<file path="src/rtl/parallel_to_serial.sv">
// rtl/parallel_to_serial.sv - parallel-in serial-out transmitter with one-word holding buffer
module parallel_to_serial #(
    parameter int WIDTH     = 8,
    parameter bit MSB_FIRST = 1'b1
) (
    input  logic             clk,
    input  logic             rst_n,
    input  logic [WIDTH-1:0] p_i,
    input  logic             p_valid,
    output logic             p_ready,
    output logic             serial_out,
    output logic             s_valid,
    output logic             s_last,
    output logic             busy
);

    localparam int            CW   = $clog2(WIDTH);
    localparam logic [CW-1:0] LAST = CW'(WIDTH - 1);

    typedef enum logic {IDLE, SHIFT} state_t;

    state_t           state;
    state_t           state_nxt;
    logic [WIDTH-1:0] sreg;
    logic [WIDTH-1:0] sreg_shifted;
    logic [WIDTH-1:0] hbuf;
    logic             hold_full;
    logic [CW-1:0]    cnt;
    logic             accept;
    logic             last_bit;

    assign accept   = p_valid && !hold_full;
    assign last_bit = (state == SHIFT) && (cnt == LAST);

    // Move sreg one place toward the output end, zero-filling behind it.
    always_comb begin
        sreg_shifted = '0;
        if (MSB_FIRST) begin
            sreg_shifted = {sreg[WIDTH-2:0], 1'b0};
        end else begin
            sreg_shifted = {1'b0, sreg[WIDTH-1:1]};
        end
    end

    // FSM state register.
    always_ff @(posedge clk or negedge rst_n) begin
        if (!rst_n) begin
            state <= IDLE;
        end else begin
            state <= state_nxt;
        end
    end

    // Next state: leave SHIFT only when the last bit has no follow-on word.
    always_comb begin
        state_nxt = state;
        if (state == IDLE) begin
            if (accept) begin
                state_nxt = SHIFT;
            end
        end else begin
            if (last_bit && !hold_full && !accept) begin
                state_nxt = IDLE;
            end
        end
    end

    // Outputs are derived from registers only; nothing flows from p_valid or p_i.
    always_comb begin
        p_ready    = !hold_full;
        s_valid    = (state == SHIFT);
        s_last     = last_bit;
        busy       = (state == SHIFT) || hold_full;
        serial_out = MSB_FIRST ? sreg[WIDTH-1] : sreg[0];
    end

    // Datapath: shift register, bit counter and holding buffer.
    always_ff @(posedge clk or negedge rst_n) begin
        if (!rst_n) begin
            sreg      <= '0;
            hbuf      <= '0;
            hold_full <= 1'b0;
            cnt       <= '0;
        end else if (state == IDLE) begin
            if (accept) begin
                sreg <= p_i;
                cnt  <= '0;
            end
        end else if (!last_bit) begin
            sreg <= sreg_shifted;
            cnt  <= cnt + CW'(1);
            if (accept) begin
                hbuf      <= p_i;
                hold_full <= 1'b1;
            end
        end else if (hold_full) begin
            sreg      <= hbuf;
            hold_full <= 1'b0;
            cnt       <= '0;
        end else if (accept) begin
            sreg <= p_i;
            cnt  <= '0;
        end else begin
            // Final shift empties sreg so the idle line sits at 0.
            sreg <= sreg_shifted;
            cnt  <= '0;
        end
    end

endmodule

</file>
<file path="config.mk">
export PLATFORM = sky130hd
export DESIGN_NAME = parallel_to_serial
export DESIGN_NICKNAME = d
export VERILOG_FILES = /design/src/rtl/parallel_to_serial.sv
export SDC_FILE = /design/constraint.sdc
export NUM_CORES = 1
export LEC_CHECK = 0
export ABC_CLOCK_PERIOD_IN_PS = 2200
export BUFFER_PORTS_ARGS = -buffer_cell sky130_fd_sc_hd__buf_2
export CAP_MARGIN = 20
export CELL_PAD_IN_SITES_DETAIL_PLACEMENT = 1
export CELL_PAD_IN_SITES_GLOBAL_PLACEMENT = 2
export CORE_MARGIN = 4
export CORE_UTILIZATION = 36
export DETAILED_ROUTE_END_ITERATION = 8
export PLACE_DENSITY_LB_ADDON = 0.1
export SLEW_MARGIN = 30
export SYNTH_ARGS = -nofsm -noshare
export SYNTH_HDL_FRONTEND = slang
export SYNTH_SLANG_ARGS = --single-unit
</file>
<file path="constraint.sdc">
create_clock -name clk -period 2.2 [get_ports clk]
set_input_delay 0.22 -clock clk [delete_from_list [all_inputs] [get_ports clk]]
set_output_delay 0.22 -clock clk [all_outputs]
set_load 0.03 [all_outputs]
</file>
==> impl_metrics.ini, run 1 <==
[synthesis]
synth_cell_types = 23
yosys.area.top_type = dfrtp_1
yosys.area.top_type_share_pct = 44.1
yosysMostFrequentCell = dfrtp_1
netlist_area_um2 = 1190
yosys_warnings = 0
synth_cells = 110
avgSynthCellArea_um2 = 10.8
postSynth.asyncResetShare_pct = 100
synth_common_cells = dfrtp_1, nor2b_1, mux2_1
synth_edf_count = 0
ys_seq_area_share_pct = 44.1
syn_nets = 123
synth_area_leaders = dfrtp_1, o32ai_2, nor2b_1, mux2_1, a211oi_1
ys.flop_type = dfrtp_1
synth_seq_cells = 21

[floorplan]
fp-row-count = 20
fp.dieW_um = 65.6
coreArea_um2 = 3100
initial_utilization_pct = 38.4
pin_count = 16
die_h_um = 65.6
die-area_um2 = 4300

[sta]
hold-worst-slack_ns = 0.149
finalHoldViolations = 0
finalSetupViolCount = 0
period_share_pct = 86.4
fin_worst_skew_ns = 0.00784
slew_headroom_pct = 67.2
rsz0062_at_grt = false
layout_setup_ws_ns = 0.300
slew_violations = 0
final.setup.tns_ns = 0
period_needed_ns = 1.90
fmax_mhz = 526
worstMarginPinSlew_ns = 0.490

[setup_path]
critPathKind = register to output port
cp.arrival_ns = 1.68
reg2reg_slack_ns = 0.43
reg2reg_depth = 5
critPathLaunchType = register
cp-end-kind = output port
worst_r2r_endpoint = hbuf[4]$_DFFE_PN0P_
cp.required_ns = 1.98
reg2reg_from = cnt[0]$_DFFE_PN0P_
cp_max_fo = 9

[clock_tree]
cts_setup_buffers = 0
clk_latency_ns = 0.31
cts_buffers = 3
clk_pin_slew_ns = 0.13
h-tree-depth = 1
cts_tree = done
root_buffer = clkbuf_4
cts.sinks = 21
cts_buffer_depth = 2

[grt]
track_usage_pct = 14.8
grt_pass1_vias = 994
overflow = 0
grt_max_degree = 22
grt_antenna_before_repair = 0
grt_pass1_wl_um = 4830

[route]
drc_errors = 0
drt_pass1_iterations = 4
detail_route.wl_per_cell_um = 16.5
wl_um = 2840
vias = 923
postRouteAntennaNets = 0
drtIter0Drc = 18
vias_per_cell = 5.37

[pwr]
p_per_area_nw_per_um2 = 1320
power.share.switching_pct = 41.5
combPwrFrac_pct = 48.7
p_seq_share_pct = 40.4
p_switching_uw = 744
clockPowerShare_pct = 10.9
ir_drop_mv = 0.451
p_leak_uw = 0.000560
p_int_uw = 1050

[min_path]
hold_path_end = hbuf[0]$_DFFE_PN0P_
holdCritPathClass = input port to register
min_from = p_i[0]
hold_depth = 2

[final_layout]
stdcell_count = 172
nNetsFinal = 142
area_growth_pct = 14.0
drive_gt1_share_pct = 25.0
n_antenna_cell = 0

[flow_run]
cap_violations = 0

[placement]
dpl.cell_count = 167
portBuffers = 15
hpwl_um = 2090
dp_slack_ns = 0.428
gp_congestion = 0.724

[run_status]
outcome = finished clean
[worst max path at each step]
stage                     endpoint                from  cells past startpoint
6_report                    s_last  cnt[0]$_DFFE_PN0P_                      5
4_1_cts                     s_last  cnt[0]$_DFFE_PN0P_                      5
3_5_place_dp   hbuf[6]$_DFFE_PN0P_  cnt[0]$_DFFE_PN0P_                      5
5_1_grt                     s_last  cnt[0]$_DFFE_PN0P_                      5
3_3_place_gp   hbuf[4]$_DFFE_PN0P_  cnt[0]$_DFFE_PN0P_                      5
2_1_floorplan  hbuf[0]$_DFFE_PN0P_  cnt[0]$_DFFE_PN0P_                      5
[sequential cells by signal, indices dropped and copies added (netlist names)]
| signal | count |
|---|---|
| s_valid | 1 |
| hold_full | 1 |
| sreg | 8 |
| hbuf | 8 |
| cnt | 3 |
[repair_timing]
item	4_1_cts	5_1_grt
resized for setup	0	0
endpoints found under the hold margin	21	0
setup endpoints to repair	0	0
hold buffers	1	0
[through the flow]
step | area [um2] | util (%) | power [uW]
global placement | 1320 | 42.5 | 1590
detailed placement | 1320 | 42.5 | 1620
global route | 1360 | 43.8 | 1950
CTS | 1360 | 43.8 | 1830
floorplan | 1190 | - | 1380
finish | 1360 | 43.8 | 1790
[critical path, cell delays in order (launching register included)]
cell and delay (ns):
dfrtp_1 0.39, ha_1 0.16, ha_1 0.20, nand2_1 0.10
inv_1 0.26, buf_2 0.26
[cell type report]
cell class / instances / area, um2
inverter: 3 / 11.3
timing repair buffer: 19 / 108
multi-input combinational: 81 / 629
clock buffer: 3 / 22.5
fill: 372 / 1740
tap: 44 / 55.1
sequential: 21 / 526
clock inverter: 1 / 7.51
[power groups by stage]
stage               clock, uW  sequential, uW  combinational (uW)
CTS                       211             726                 892
floorplan                   0             704                 672
detailed placement          0             737                 887
finish                    195             724                 873
global placement            0             727                 861
global route              226             751                 968
[metal layers]
layer | part of all wire, % | vias to the layer above | track usage, % | wire (um)
met3 | 2.4 | 2 | 2.56 | 69
li1 | - | 443 | - | -
met5 | 0 | - | 0 | 0
met4 | 0.53 | 0 | 3.89 | 15
met1 | 47 | 466 | 20.1 | 1340
met2 | 50 | 12 | 24.1 | 1420
[cells in the final DEF (no fill, tap or decap), types with 2 or more instances in the layout]
cell type,instances
nand2_1,6
clkbuf_4,3
o21ai_1,4
nor3_1,7
dfrtp_1,21
a211oi_1,7
buf_4,3
mux2_1,8
ha_1,2
buf_2,15
nor2b_1,16
inv_1,3
o21ai_0,7
a21boi_0,7
o22ai_1,2
o32ai_2,7
[kinds of logic after synthesis]
| group | share of synthesized area [%] |
|---|---|
| AO/OA/AOI/OAI | 24.7 |
| buffers and inverters | 3.15 |
| adder cells (fa/ha/maj) | 2.10 |
| multiplexers | 8.39 |
| AND/OR/NAND/NOR | 17.6 |
| flip-flops | 44.1 |
Power figures use the tool's default switching activity.
==> run 2, diff against run 1 <==
PLACE_DENSITY_LB_ADDON = 0.08   (was 0.1)
==> run 2 against run 1 <==
Utilization decreased by 0.32 points; total power increased by 0.47%; via count increased by 1.6%; clock power about the same; worst setup slack got worse by 0.0021 ns; final area decreased by 0.74%; critical endpoint unchanged.
==> impl_metrics.ini, run 2 (synthesized netlist as in run 1, its figures left out) <==
[route]
drt_pass1_iterations = 4
vias = 938
postRouteAntennaNets = 0
wl_um = 2920
vias_per_cell = 5.49
drc_errors = 0
drtIter0Drc = 27
detail_route.wl_per_cell_um = 17.1

[clock_tree]
clk_latency_ns = 0.32
cts_buffer_depth = 2
cts.sinks = 21
clk_pin_slew_ns = 0.13
root_buffer = clkbuf_4
cts_buffers = 3
cts_tree = done
cts_setup_buffers = 0
h-tree-depth = 1

[run_status]
outcome = finished clean

[grt]
grt_pass1_wl_um = 4990
grt_pass1_vias = 1001
grt_max_degree = 22
track_usage_pct = 15.5
grt_antenna_before_repair = 0
overflow = 0
met1_usage_pct = 20.6
globalRouteMet3Util_pct = 3.76
grt.busiest_layer = met2
use_met2_pct = 25.9

[sta]
slew_violations = 0
slew_headroom_pct = 64.1
fmax_mhz = 526
period_needed_ns = 1.90
period_share_pct = 86.5
worstMarginPinSlew_ns = 0.539
final.setup.tns_ns = 0
hold-worst-slack_ns = 0.143
finalHoldViolations = 0
rsz0062_at_grt = false
fin_worst_skew_ns = 0.0149
finalSetupViolCount = 0

[placement]
hpwl_um = 2050
portBuffers = 15
gp_congestion = 0.707

[flow_run]
cap_violations = 0

[setup_path]
cp_top_family = buffers and inverters
cp.arrival_ns = 1.68
cp.required_ns = 1.98
crit_top_cell = ha_1
reg2reg_depth = 5
cp_slowest_stage_delay_ns = 0.40
reg2reg_from = cnt[0]$_DFFE_PN0P_
worstPathCellList = ha_1 -> ha_1 -> nand2_1 -> inv_1 -> buf_2
critPathKind = register to output port
path_buf_inv = 2
cp_max_fo = 9
crit_slowest_cell = dfrtp_1
reg2reg_slack_ns = 0.39
cp-end-kind = output port
worst_r2r_endpoint = hbuf[0]$_DFFE_PN0P_
critPathLaunchType = register

[final_layout]
nNetsFinal = 141
n_antenna_cell = 0
largestRegisters = hbuf (8), sreg (8), cnt (3)
final_cell_mix = dfrtp_1, nor2b_1, buf_2
fin_util_pct = 43.5
area_growth_pct = 13.1
layout_commonest_cell = dfrtp_1
drive_gt1_share_pct = 24.4

[floorplan]
die_h_um = 65.6
pin_count = 16
coreArea_um2 = 3100
fp-row-count = 20
initial_utilization_pct = 38.4
die-area_um2 = 4300
fp.dieW_um = 65.6

[min_path]
min_from = p_i[5]
hold_depth = 2
hold_path_end = hbuf[5]$_DFFE_PN0P_
holdCritPathClass = input port to register

[pwr]
ir_drop_mv = 0.413
p_per_area_nw_per_um2 = 1330
combPwrFrac_pct = 47.7
p_switching_uw = 760
p_int_uw = 1040
clockPowerShare_pct = 10.9
p_seq_share_pct = 41.4
power.share.switching_pct = 42.2
p_leak_uw = 0.000559
total_power_uw = 1800
-- run 2: cell types whose count changed in the layout (fill, tap and decap cells not counted) --
| cell | before | now |
|---|---|---|
| buf_4 | 3 | 2 |
| clkinvlp_4 | 1 | 0 |
| clkinv_2 | 0 | 1 |
-- run 2: worst max-delay path by stage --
stage | depth (start not counted) | end | slack, ns | startpoint
3_5_place_dp | 5 | hbuf[2]$_DFFE_PN0P_ | 0.42 | cnt[0]$_DFFE_PN0P_
2_1_floorplan | 5 | hbuf[0]$_DFFE_PN0P_ | 0.57 | cnt[0]$_DFFE_PN0P_
5_1_grt | 5 | s_last | 0.17 | cnt[0]$_DFFE_PN0P_
6_report | 5 | s_last | 0.30 | cnt[0]$_DFFE_PN0P_
3_3_place_gp | 5 | hbuf[4]$_DFFE_PN0P_ | 0.50 | cnt[0]$_DFFE_PN0P_
4_1_cts | 5 | s_last | 0.25 | cnt[0]$_DFFE_PN0P_
-- run 2: final cells by class --
class	instances	area, um2
Fill cell	392	1750
Multi-Input combinational cell	81	629
Sequential cell	21	526
Timing Repair Buffer	18	100
Tap cell	44	55.1
Clock buffer	3	22.5
Inverter	3	11.3
Clock inverter	1	5.00
-- run 2: what timing repair did --
action,4_1_cts,5_1_grt
gates resized for setup,0,0
hold buffers,1,0
endpoints found under the hold margin,21,0
-- run 2: stage by stage --
stage / setup WS [ns] / instance area (um2) / instances
after floorplan: 0.569 / 1190 / 110
after global placement: 0.498 / 1310 / 166
after detailed placement: 0.418 / 1310 / 166
after CTS: 0.251 / 1350 / 171
after global routing: 0.166 / 1350 / 171
final: 0.298 / 1350 / 171
-- run 2: power by group through the flow --
stage / clock, uW / combinational (uW) / sequential (uW)
4_1_cts: 207 / 876 / 745
3_3_place_gp: 0 / 831 / 745
3_5_place_dp: 0 / 873 / 752
5_1_grt: 220 / 967 / 777
6_report: 196 / 859 / 745
2_1_floorplan: 0 / 672 / 704
-- run 2: layer usage --
| metal | routed length, um | vias to the layer above |
|---|---|---|
| met5 | 0 | - |
| met4 | 26 | 0 |
| met3 | 92 | 5 |
| met2 | 1390 | 14 |
| met1 | 1410 | 480 |
| li1 | - | 439 |
